**config.mk**
```make
export PLATFORM = sky130hd
export DESIGN_NAME = imem_loader_flat
export DESIGN_NICKNAME = d
export VERILOG_FILES = /design/src/rtl/imem_pkg.sv /design/src/rtl/imem_loader_if.sv /design/src/rtl/imem_word_packer.sv /design/src/rtl/imem_loader.sv /design/src/flat_wrapper.sv
export SDC_FILE = /design/constraint.sdc
export NUM_CORES = 1
export LEC_CHECK = 0
export ABC_AREA = 0
export CAP_MARGIN = 5
export CORE_MARGIN = 8
export CORE_UTILIZATION = 31
export CTS_BUF_LIST = sky130_fd_sc_hd__clkbuf_8
export CTS_CLUSTER_DIAMETER = 150
export DETAILED_ROUTE_END_ITERATION = 12
export GPL_ROUTABILITY_DRIVEN = 0
export GPL_TIMING_DRIVEN = 0
export REMOVE_ABC_BUFFERS = 1
export SYNTH_ARGS = -nofsm -noshare
export SYNTH_HDL_FRONTEND = slang
export SYNTH_HIERARCHICAL = 1
export SYNTH_SLANG_ARGS = --single-unit
export TNS_END_PERCENT = 30
```
**constraint.sdc**
```tcl
create_clock -name clk -period 2.55 [get_ports clk]
set_input_delay 0.51 -clock clk [delete_from_list [all_inputs] [get_ports clk]]
set_output_delay 0.51 -clock clk [all_outputs]
set_load 0.02 [all_outputs]
```
**src/rtl/imem_pkg.sv**
```systemverilog
// Shared definitions for the instruction-memory loader: state encoding, defaults, widths.
// No logic of its own; consumed by the loader top, its word packer and its interface.
// Optional checksum state exists only when IMEM_LOADER_CSUM_EN is defined.
package imem_pkg;

    localparam int               ADDR_W_DEF    = 12;
    localparam logic [11:0]      BASE_ADDR_DEF = 12'h000;
    localparam int               MAX_WORDS_DEF = 1024;
    localparam int               WORD_W        = 32;
    localparam int               BYTE_W        = 8;
    localparam int               LEN_W         = 16;
    localparam int               CNT_W         = 11;

    typedef enum logic [2:0] {
        S_LEN_HI = 3'd0,
        S_LEN_LO = 3'd1,
        S_DATA   = 3'd2,
        S_WRITE  = 3'd3,
        S_DONE   = 3'd5,
        S_ERR    = 3'd6
`ifdef IMEM_LOADER_CSUM_EN
        ,
        S_CSUM   = 3'd4
`endif
    } state_t;

    // States in which the loader is willing to take a byte from the host link.
    function automatic logic takes_bytes(input state_t s);
        logic r;
        r = 1'b0;
        case (s)
            S_LEN_HI, S_LEN_LO, S_DATA: r = 1'b1;
`ifdef IMEM_LOADER_CSUM_EN
            S_CSUM:                     r = 1'b1;
`endif
            default:                    r = 1'b0;
        endcase
        return r;
    endfunction

endpackage

```
**src/rtl/imem_loader_if.sv**
```systemverilog
// Host byte stream (valid/ready) plus the instruction-RAM synchronous write port.
// slave = loader side (takes bytes, drives RAM writes); master = host/RAM side.
// in_ready is the only backpressure; the RAM write port never stalls.
interface imem_loader_if
    import imem_pkg::*;
#(
    parameter int ADDR_W = ADDR_W_DEF
) ();

    logic [BYTE_W-1:0] in_data;
    logic              in_valid;
    logic              in_ready;
    logic              wr_en;
    logic [ADDR_W-1:0] wr_addr;
    logic [WORD_W-1:0] wr_data;

    modport slave (
        input  in_data,
        input  in_valid,
        output in_ready,
        output wr_en,
        output wr_addr,
        output wr_data
    );

    modport master (
        output in_data,
        output in_valid,
        input  in_ready,
        input  wr_en,
        input  wr_addr,
        input  wr_data
    );

endinterface

```
**src/rtl/imem_word_packer.sv**
```systemverilog
// Shifts accepted bytes MSB-first into a 32-bit word and counts bytes within the word.
// Word is valid the cycle after its 4th byte is shifted in; clear drops a partial word.
// No backpressure of its own; the caller decides when a byte is shifted.
module imem_word_packer
    import imem_pkg::*;
(
    input  logic              clk,
    input  logic              rst,
    input  logic              clear,
    input  logic              shift_en,
    input  logic [BYTE_W-1:0] byte_dat,
    output logic [WORD_W-1:0] word_dat,
    output logic [1:0]        byte_idx
);

    logic [WORD_W-1:0] word_q, word_d;
    logic [1:0]        idx_q,  idx_d;

    // Big-endian packing: earlier bytes end up in the upper bits; index wraps after byte 3.
    always_comb begin
        word_d = word_q;
        idx_d  = idx_q;
        if (clear) begin
            word_d = '0;
            idx_d  = '0;
        end else if (shift_en) begin
            word_d = {word_q[WORD_W-BYTE_W-1:0], byte_dat};
            idx_d  = idx_q + 2'd1;
        end
    end

    // Word and byte-index state.
    always_ff @(posedge clk or posedge rst) begin
        if (rst) begin
            word_q <= '0;
            idx_q  <= '0;
        end else begin
            word_q <= word_d;
            idx_q  <= idx_d;
        end
    end

    assign word_dat = word_q;
    assign byte_idx = idx_q;

endmodule

```
**src/rtl/imem_loader.sv**
```systemverilog
// Loads a length-prefixed byte stream as 32-bit big-endian words into the instruction RAM.
// One RAM write cycle after each 4th payload byte; in_ready drops for that write cycle.
// in_ready is registered; bytes are held off during writes and after DONE/ERR. Optional checksum: IMEM_LOADER_CSUM_EN.
module imem_loader
    import imem_pkg::*;
#(
    parameter int                ADDR_W    = ADDR_W_DEF,
    parameter logic [ADDR_W-1:0] BASE_ADDR = ADDR_W'(BASE_ADDR_DEF),
    parameter int                MAX_WORDS = MAX_WORDS_DEF
) (
    input  logic             clk,
    input  logic             rst,
    input  logic             start,
    imem_loader_if.slave     bus,
    output logic             cpu_hold,
    output logic             done,
    output logic             error,
    output logic [CNT_W-1:0] word_cnt
);

    localparam logic [LEN_W-1:0]  MAX_LEN   = LEN_W'(MAX_WORDS);
    localparam logic [ADDR_W-1:0] WORD_STEP = ADDR_W'(4);

`ifdef IMEM_LOADER_CSUM_EN
    localparam state_t S_AFTER_PAYLOAD = S_CSUM;
`else
    localparam state_t S_AFTER_PAYLOAD = S_DONE;
`endif

    state_t             state_q,    state_d;
    logic [LEN_W-1:0]   len_q,      len_d;
    logic [ADDR_W-1:0]  wr_addr_q,  wr_addr_d;
    logic [CNT_W-1:0]   word_cnt_q, word_cnt_d;
    logic               in_ready_q, in_ready_d;
    logic               wr_en_q,    wr_en_d;
    logic               done_q,     done_d;
    logic               error_q,    error_d;
    logic               cpu_hold_q, cpu_hold_d;
`ifdef IMEM_LOADER_CSUM_EN
    logic [BYTE_W-1:0]  csum_q,     csum_d;
`endif

    logic               accept;
    logic               shift_en;
    logic [LEN_W-1:0]   len_full;
    logic [LEN_W-1:0]   words_after;
    logic [1:0]         byte_idx;
    logic [WORD_W-1:0]  packed_word;

    // A byte transfers only on valid && ready; start takes priority and discards it.
    assign accept      = bus.in_valid && in_ready_q && !start;
    assign shift_en    = accept && (state_q == S_DATA);
    assign len_full    = {len_q[LEN_W-1:BYTE_W], bus.in_data};
    assign words_after = {{(LEN_W-CNT_W){1'b0}}, word_cnt_q} + LEN_W'(1);

    imem_word_packer u_packer (
        .clk      (clk),
        .rst      (rst),
        .clear    (start),
        .shift_en (shift_en),
        .byte_dat (bus.in_data),
        .word_dat (packed_word),
        .byte_idx (byte_idx)
    );

    // Next-state, address/count and checksum; registered outputs follow the next state.
    always_comb begin
        state_d    = state_q;
        len_d      = len_q;
        wr_addr_d  = wr_addr_q;
        word_cnt_d = word_cnt_q;
`ifdef IMEM_LOADER_CSUM_EN
        csum_d     = csum_q;
`endif
        if (start) begin
            state_d    = S_LEN_HI;
            len_d      = '0;
            wr_addr_d  = BASE_ADDR;
            word_cnt_d = '0;
`ifdef IMEM_LOADER_CSUM_EN
            csum_d     = '0;
`endif
        end else begin
            case (state_q)
                S_LEN_HI: begin
                    if (accept) begin
                        len_d[LEN_W-1:BYTE_W] = bus.in_data;
`ifdef IMEM_LOADER_CSUM_EN
                        csum_d = bus.in_data;
`endif
                        state_d = S_LEN_LO;
                    end
                end
                S_LEN_LO: begin
                    if (accept) begin
                        len_d = len_full;
`ifdef IMEM_LOADER_CSUM_EN
                        csum_d = csum_q + bus.in_data;
`endif
                        if (len_full == '0) begin
                            state_d = S_AFTER_PAYLOAD;
                        end else if (len_full > MAX_LEN) begin
                            state_d = S_ERR;
                        end else begin
                            state_d = S_DATA;
                        end
                    end
                end
                S_DATA: begin
                    if (accept) begin
`ifdef IMEM_LOADER_CSUM_EN
                        csum_d = csum_q + bus.in_data;
`endif
                        // The packer shifts this byte in on the same edge; 4th byte completes a word.
                        if (byte_idx == 2'd3) begin
                            state_d = S_WRITE;
                        end
                    end
                end
                S_WRITE: begin
                    // Write happens this cycle; advance to the next word slot afterwards.
                    wr_addr_d  = wr_addr_q + WORD_STEP;
                    word_cnt_d = word_cnt_q + CNT_W'(1);
                    state_d    = (words_after < len_q) ? S_DATA : S_AFTER_PAYLOAD;
                end
`ifdef IMEM_LOADER_CSUM_EN
                S_CSUM: begin
                    if (accept) begin
                        state_d = (bus.in_data == csum_q) ? S_DONE : S_ERR;
                    end
                end
`endif
                S_DONE:  state_d = S_DONE;
                S_ERR:   state_d = S_ERR;
                default: state_d = S_ERR;
            endcase
        end

        in_ready_d = takes_bytes(state_d);
        wr_en_d    = (state_d == S_WRITE);
        done_d     = (state_d == S_DONE);
        error_d    = (state_d == S_ERR);
        cpu_hold_d = (state_d != S_DONE);
    end

    // Loader FSM with its registered outputs.
    always_ff @(posedge clk or posedge rst) begin
        if (rst) begin
            state_q    <= S_LEN_HI;
            len_q      <= '0;
            wr_addr_q  <= BASE_ADDR;
            word_cnt_q <= '0;
            in_ready_q <= 1'b0;
            wr_en_q    <= 1'b0;
            done_q     <= 1'b0;
            error_q    <= 1'b0;
            cpu_hold_q <= 1'b1;
`ifdef IMEM_LOADER_CSUM_EN
            csum_q     <= '0;
`endif
        end else begin
            state_q    <= state_d;
            len_q      <= len_d;
            wr_addr_q  <= wr_addr_d;
            word_cnt_q <= word_cnt_d;
            in_ready_q <= in_ready_d;
            wr_en_q    <= wr_en_d;
            done_q     <= done_d;
            error_q    <= error_d;
            cpu_hold_q <= cpu_hold_d;
`ifdef IMEM_LOADER_CSUM_EN
            csum_q     <= csum_d;
`endif
        end
    end

    assign bus.in_ready = in_ready_q;
    assign bus.wr_en    = wr_en_q;
    assign bus.wr_addr  = wr_addr_q;
    assign bus.wr_data  = packed_word;
    assign cpu_hold     = cpu_hold_q;
    assign done         = done_q;
    assign error        = error_q;
    assign word_cnt     = word_cnt_q;

endmodule

```
**src/flat_wrapper.sv**
```systemverilog
// flat-port wrapper written by rule: the top's interface ports become plain ports
module imem_loader_flat import imem_pkg::*;
#(
    parameter int                ADDR_W    = ADDR_W_DEF,
    parameter logic [ADDR_W-1:0] BASE_ADDR = ADDR_W'(BASE_ADDR_DEF),
    parameter int                MAX_WORDS = MAX_WORDS_DEF
)
  (clk, rst, start, cpu_hold, done, error, word_cnt, bus_in_data, bus_in_valid, bus_in_ready, bus_wr_en, bus_wr_addr, bus_wr_data);
  imem_loader_if #(.ADDR_W(ADDR_W)) bus_i ();
  input  logic clk;
  input  logic rst;
  input  logic start;
  output logic cpu_hold;
  output logic done;
  output logic error;
  output logic [CNT_W-1:0] word_cnt;
  input wire logic [$bits(bus_i.in_data)-1:0] bus_in_data;
  input wire logic [$bits(bus_i.in_valid)-1:0] bus_in_valid;
  output wire logic [$bits(bus_i.in_ready)-1:0] bus_in_ready;
  output wire logic [$bits(bus_i.wr_en)-1:0] bus_wr_en;
  output wire logic [$bits(bus_i.wr_addr)-1:0] bus_wr_addr;
  output wire logic [$bits(bus_i.wr_data)-1:0] bus_wr_data;
  assign bus_i.in_data = bus_in_data;
  assign bus_i.in_valid = bus_in_valid;
  assign bus_in_ready = bus_i.in_ready;
  assign bus_wr_en = bus_i.wr_en;
  assign bus_wr_addr = bus_i.wr_addr;
  assign bus_wr_data = bus_i.wr_data;
  imem_loader #(.ADDR_W(ADDR_W), .BASE_ADDR(BASE_ADDR), .MAX_WORDS(MAX_WORDS)) u_core (.clk(clk), .rst(rst), .start(start), .bus(bus_i), .cpu_hold(cpu_hold), .done(done), .error(error), .word_cnt(word_cnt));
endmodule
```
==> results.json <==
{
  "drt_iter0_drc": 128,
  "worst_pin_slew_ps": 1060,
  "cts.clk_slew.worst_paths_ps": 80,
  "cts_tree": "built",
  "num_io_pins": 72,
  "synthesis.area_mm2": 0.00384,
  "drtAntennaViolNets": 0,
  "ys_ff_latch": 79,
  "clock_tree.buffer_depth": 2,
  "layout_setup_ws_ps": -61.5,
  "criticalPathCategory": "reg2reg",
  "synth_top_flop_cell": "dfrtp_1",
  "vdd_drop_max_mv": 0.231,
  "clock_latency_ps": 360,
  "hpwl_mm": 6.24,
  "synthArstFlopShare_pct": 100,
  "drv_slew": 0,
  "reg2reg_from": "u_core/word_cnt[1]",
  "die_w_um": 127,
  "dr.pass1.iters": 4,
  "fillers": 1190,
  "nets": 472,
  "fmax_mhz": 383,
  "core_area_mm2": 0.0121,
  "wire_per_inst_um": 14.7,
  "antenna-diode-count": 0,
  "synth_top_area_cell": "dfrtp_1",
  "worstPathMaxFanout": 4,
  "holdCritPathClass": "in2async",
  "place_area_mm2": 0.00468,
  "grt.total_usage_pct": 11.7,
  "clock_skew_ps": 13.3,
  "cp.required_ps": 2830,
  "synthTopCellsByCount": "78 x dfrtp_1, 57 x nor2_1, 37 x nand2_1",
  "post-route-period-util_pct": 102,
  "vias": 2898,
  "synth_seq_area_share_pct": 51.4,
  "holdWs_ps": 483,
  "wirelength_mm": 9.10,
  "viasPerCell": 4.68,
  "slew_headroom_pct": 28.9,
  "drc": 0,
  "cts_buffers": 9,
  "cpMaxStageDelayCell": "dfrtp_2",
  "syn_to_final_growth_pct": 32.8,
  "cpPeakStageDelay_ps": 440,
  "total_leakage_power_uw": 0.00210,
  "ff_latch_area_mm2": 0.00198,
  "rsz0062_at_grt": "yes",
  "portBuffers": 69,
  "grt_overflow": 0,
  "fp.dieH_um": 127,
  "start_util_pct": 31.9,
  "synth_enable_flop_cells": 0,
  "cts.sink_count": 79,
  "post_synth_num_cell_types": 45,
  "die_area_mm2": 0.0162,
  "synth_cells": 371,
  "grt_pass1_wl_mm": 15.2,
  "fin_crit_ps": 2610,
  "design_area_mm2": 0.00511,
  "rows": 40,
  "setup_viol": 5,
  "setup_tns_ps": -249,
  "critPathArrivalTime_ps": 2890,
  "drive_above_1_share_pct": 14.0,
  "violations": "setup timing",
  "grt_pass1_vias": 3043,
  "endpoint_kind": "flop",
  "syn_avg_cell_area_um2": 10.4,
  "rr_endpoint": "u_core/state_q[1]",
  "root_buffer": "clkbuf_8",
  "final_core_util_pct": 42.3,
  "path_cells": "ha_4 > nand3_4 > nor2_4 > and3_4 > nand3_4 > xnor2_2 > ha_1 > and3_4 > a221oi_2 > o22ai_2 > o21ai_1 > a22oi_1 > a21oi_1",
  "cts_max_level": 3,
  "r2r_setup_slack_ps": -60,
  "synth.most_common_cell": "dfrtp_1",
  "hold_viol": 0,
  "dp_slack_ps": -725,
  "multi_input_area_mm2": 0.00185,
  "synth_top_area_share_pct": 50.8,
  "p_per_area_mw_per_mm2": 482,
  "yosysWarnings": 6,
  "start_kind": "flop",
  "grt_antenna_before_repair": 0,
  "status": "finished, violations left",
  "maxCapViolCount": 0,
  "synth_area_leaders": "dfrtp_1 51%, mux2i_1 8.9%, nor2_1 5.6%",
  "worst-r2r-cell-count": 13,
  "grt_start_max_net_pins": 43
}
-- metrics by stage --
| step | total power, uW | cells |
|---|---|---|
| final | 2460 | 619 |
| after global routing | 2590 | 619 |
| after CTS | 2490 | 618 |
| after detailed placement | 1610 | 595 |
| after global placement | 1600 | 592 |
| after floorplan | 1500 | 355 |
-- logic make-up (layout without fill, tap and decap cells) --
family | count (synthesis) | count (layout) | synth area share (%)
adder cells (fa/ha/maj) | 13 | 13 | 4.23
AO/OA/AOI/OAI | 49 | 49 | 8.43
multiplexers | 34 | 34 | 8.85
buffers and inverters | 33 | 112 | 4.95
other | 1 | 2 | 0.0975
XOR/XNOR | 24 | 24 | 5.47
flip-flops | 79 | 79 | 51.4
AND/OR/NAND/NOR | 138 | 138 | 16.5
-- worst max path at each step --
stage,startpoint,end,depth (start not counted)
after floorplan,u_core/word_cnt[0],u_core/error,13
after global placement,start,u_core/u_packer/byte_idx[1],5
after detailed placement,u_core/word_cnt[0],u_core/bus.in_ready,13
after CTS,u_core/word_cnt[1],u_core/error,13
after global routing,u_core/word_cnt[1],u_core/error,13
final,u_core/word_cnt[1],u_core/state_q[1],13
-- layer usage --
metal | share of wire, % | wire length [um] | GRT usage [%] | up-vias
met5 | 0 | 0 | 0 | -
met1 | 44 | 3960 | 13.7 | 1414
met2 | 48 | 4400 | 19.0 | 59
met3 | 6.5 | 591 | 4.20 | 13
li1 | - | - | - | 1412
met4 | 1.6 | 144 | 4.90 | 0
-- placed cells by master (no fill, tap or decap), types with 3 or more instances in the layout --
cell,synthesis,final
clkdlybuf4s50_1,0,68
or3_1,5,5
ha_1,13,12
xor2_1,15,15
mux2i_1,34,34
nor4_1,10,7
buf_12,3,3
clkbuf_8,0,11
nand4_1,4,4
nand2_1,37,37
dfrtp_1,78,73
o21ai_1,2,4
buf_4,2,8
nor2_2,1,3
inv_1,16,15
nor2_1,57,53
and3_4,0,3
dfrtp_2,0,5
nand3_4,0,4
o21ai_0,9,7
a21oi_1,18,17
xnor2_1,9,8
a22o_1,7,7
-- final cells by class --
type | instances | area share (%)
clock buffer | 11 | 2.96
clock inverter | 4 | 0.441
inverter | 16 | 1.18
multi-input combinational | 260 | 36.1
sequential | 79 | 38.9
tap | 168 | 4.12
timing repair buffer | 81 | 16.3
-- flip-flops by register name, indices dropped and copies added, names as in the netlist --
name                      cells
u_core/u_packer/byte_idx      2
u_core/bus.in_ready           1
u_core/u_packer/word_dat     32
u_core/done                   1
u_core/cpu_hold               1
u_core/bus.wr_addr           10
u_core/len_q                 16
u_core/error                  1
u_core/bus.wr_en              1
u_core/word_cnt              11
u_core/state_q                3
-- worst max-delay path, delay by kind of cell, from the launching register on --
family	cells	cell delay, ps
compound gates	5	810
simple gates	5	660
fa+ha+maj	2	470
flops	1	440
xor+xnor	1	150
-- report_power, final --
group	internal (uW)	total [uW]	switching [uW]	leakage [uW]
clock network	396	835	439	0.0000964
registers	1280	1320	33.1	0.00108
logic	129	309	180	0.000923
-- what timing repair did --
item | CTS | global route
pin swaps | 14 | 0
setup endpoints to repair | 7 | 7
hold buffers | 0 | 0
setup buffers | 9 | 0
resized for setup | 30 | 6
(Power assumes the default switching activity.)
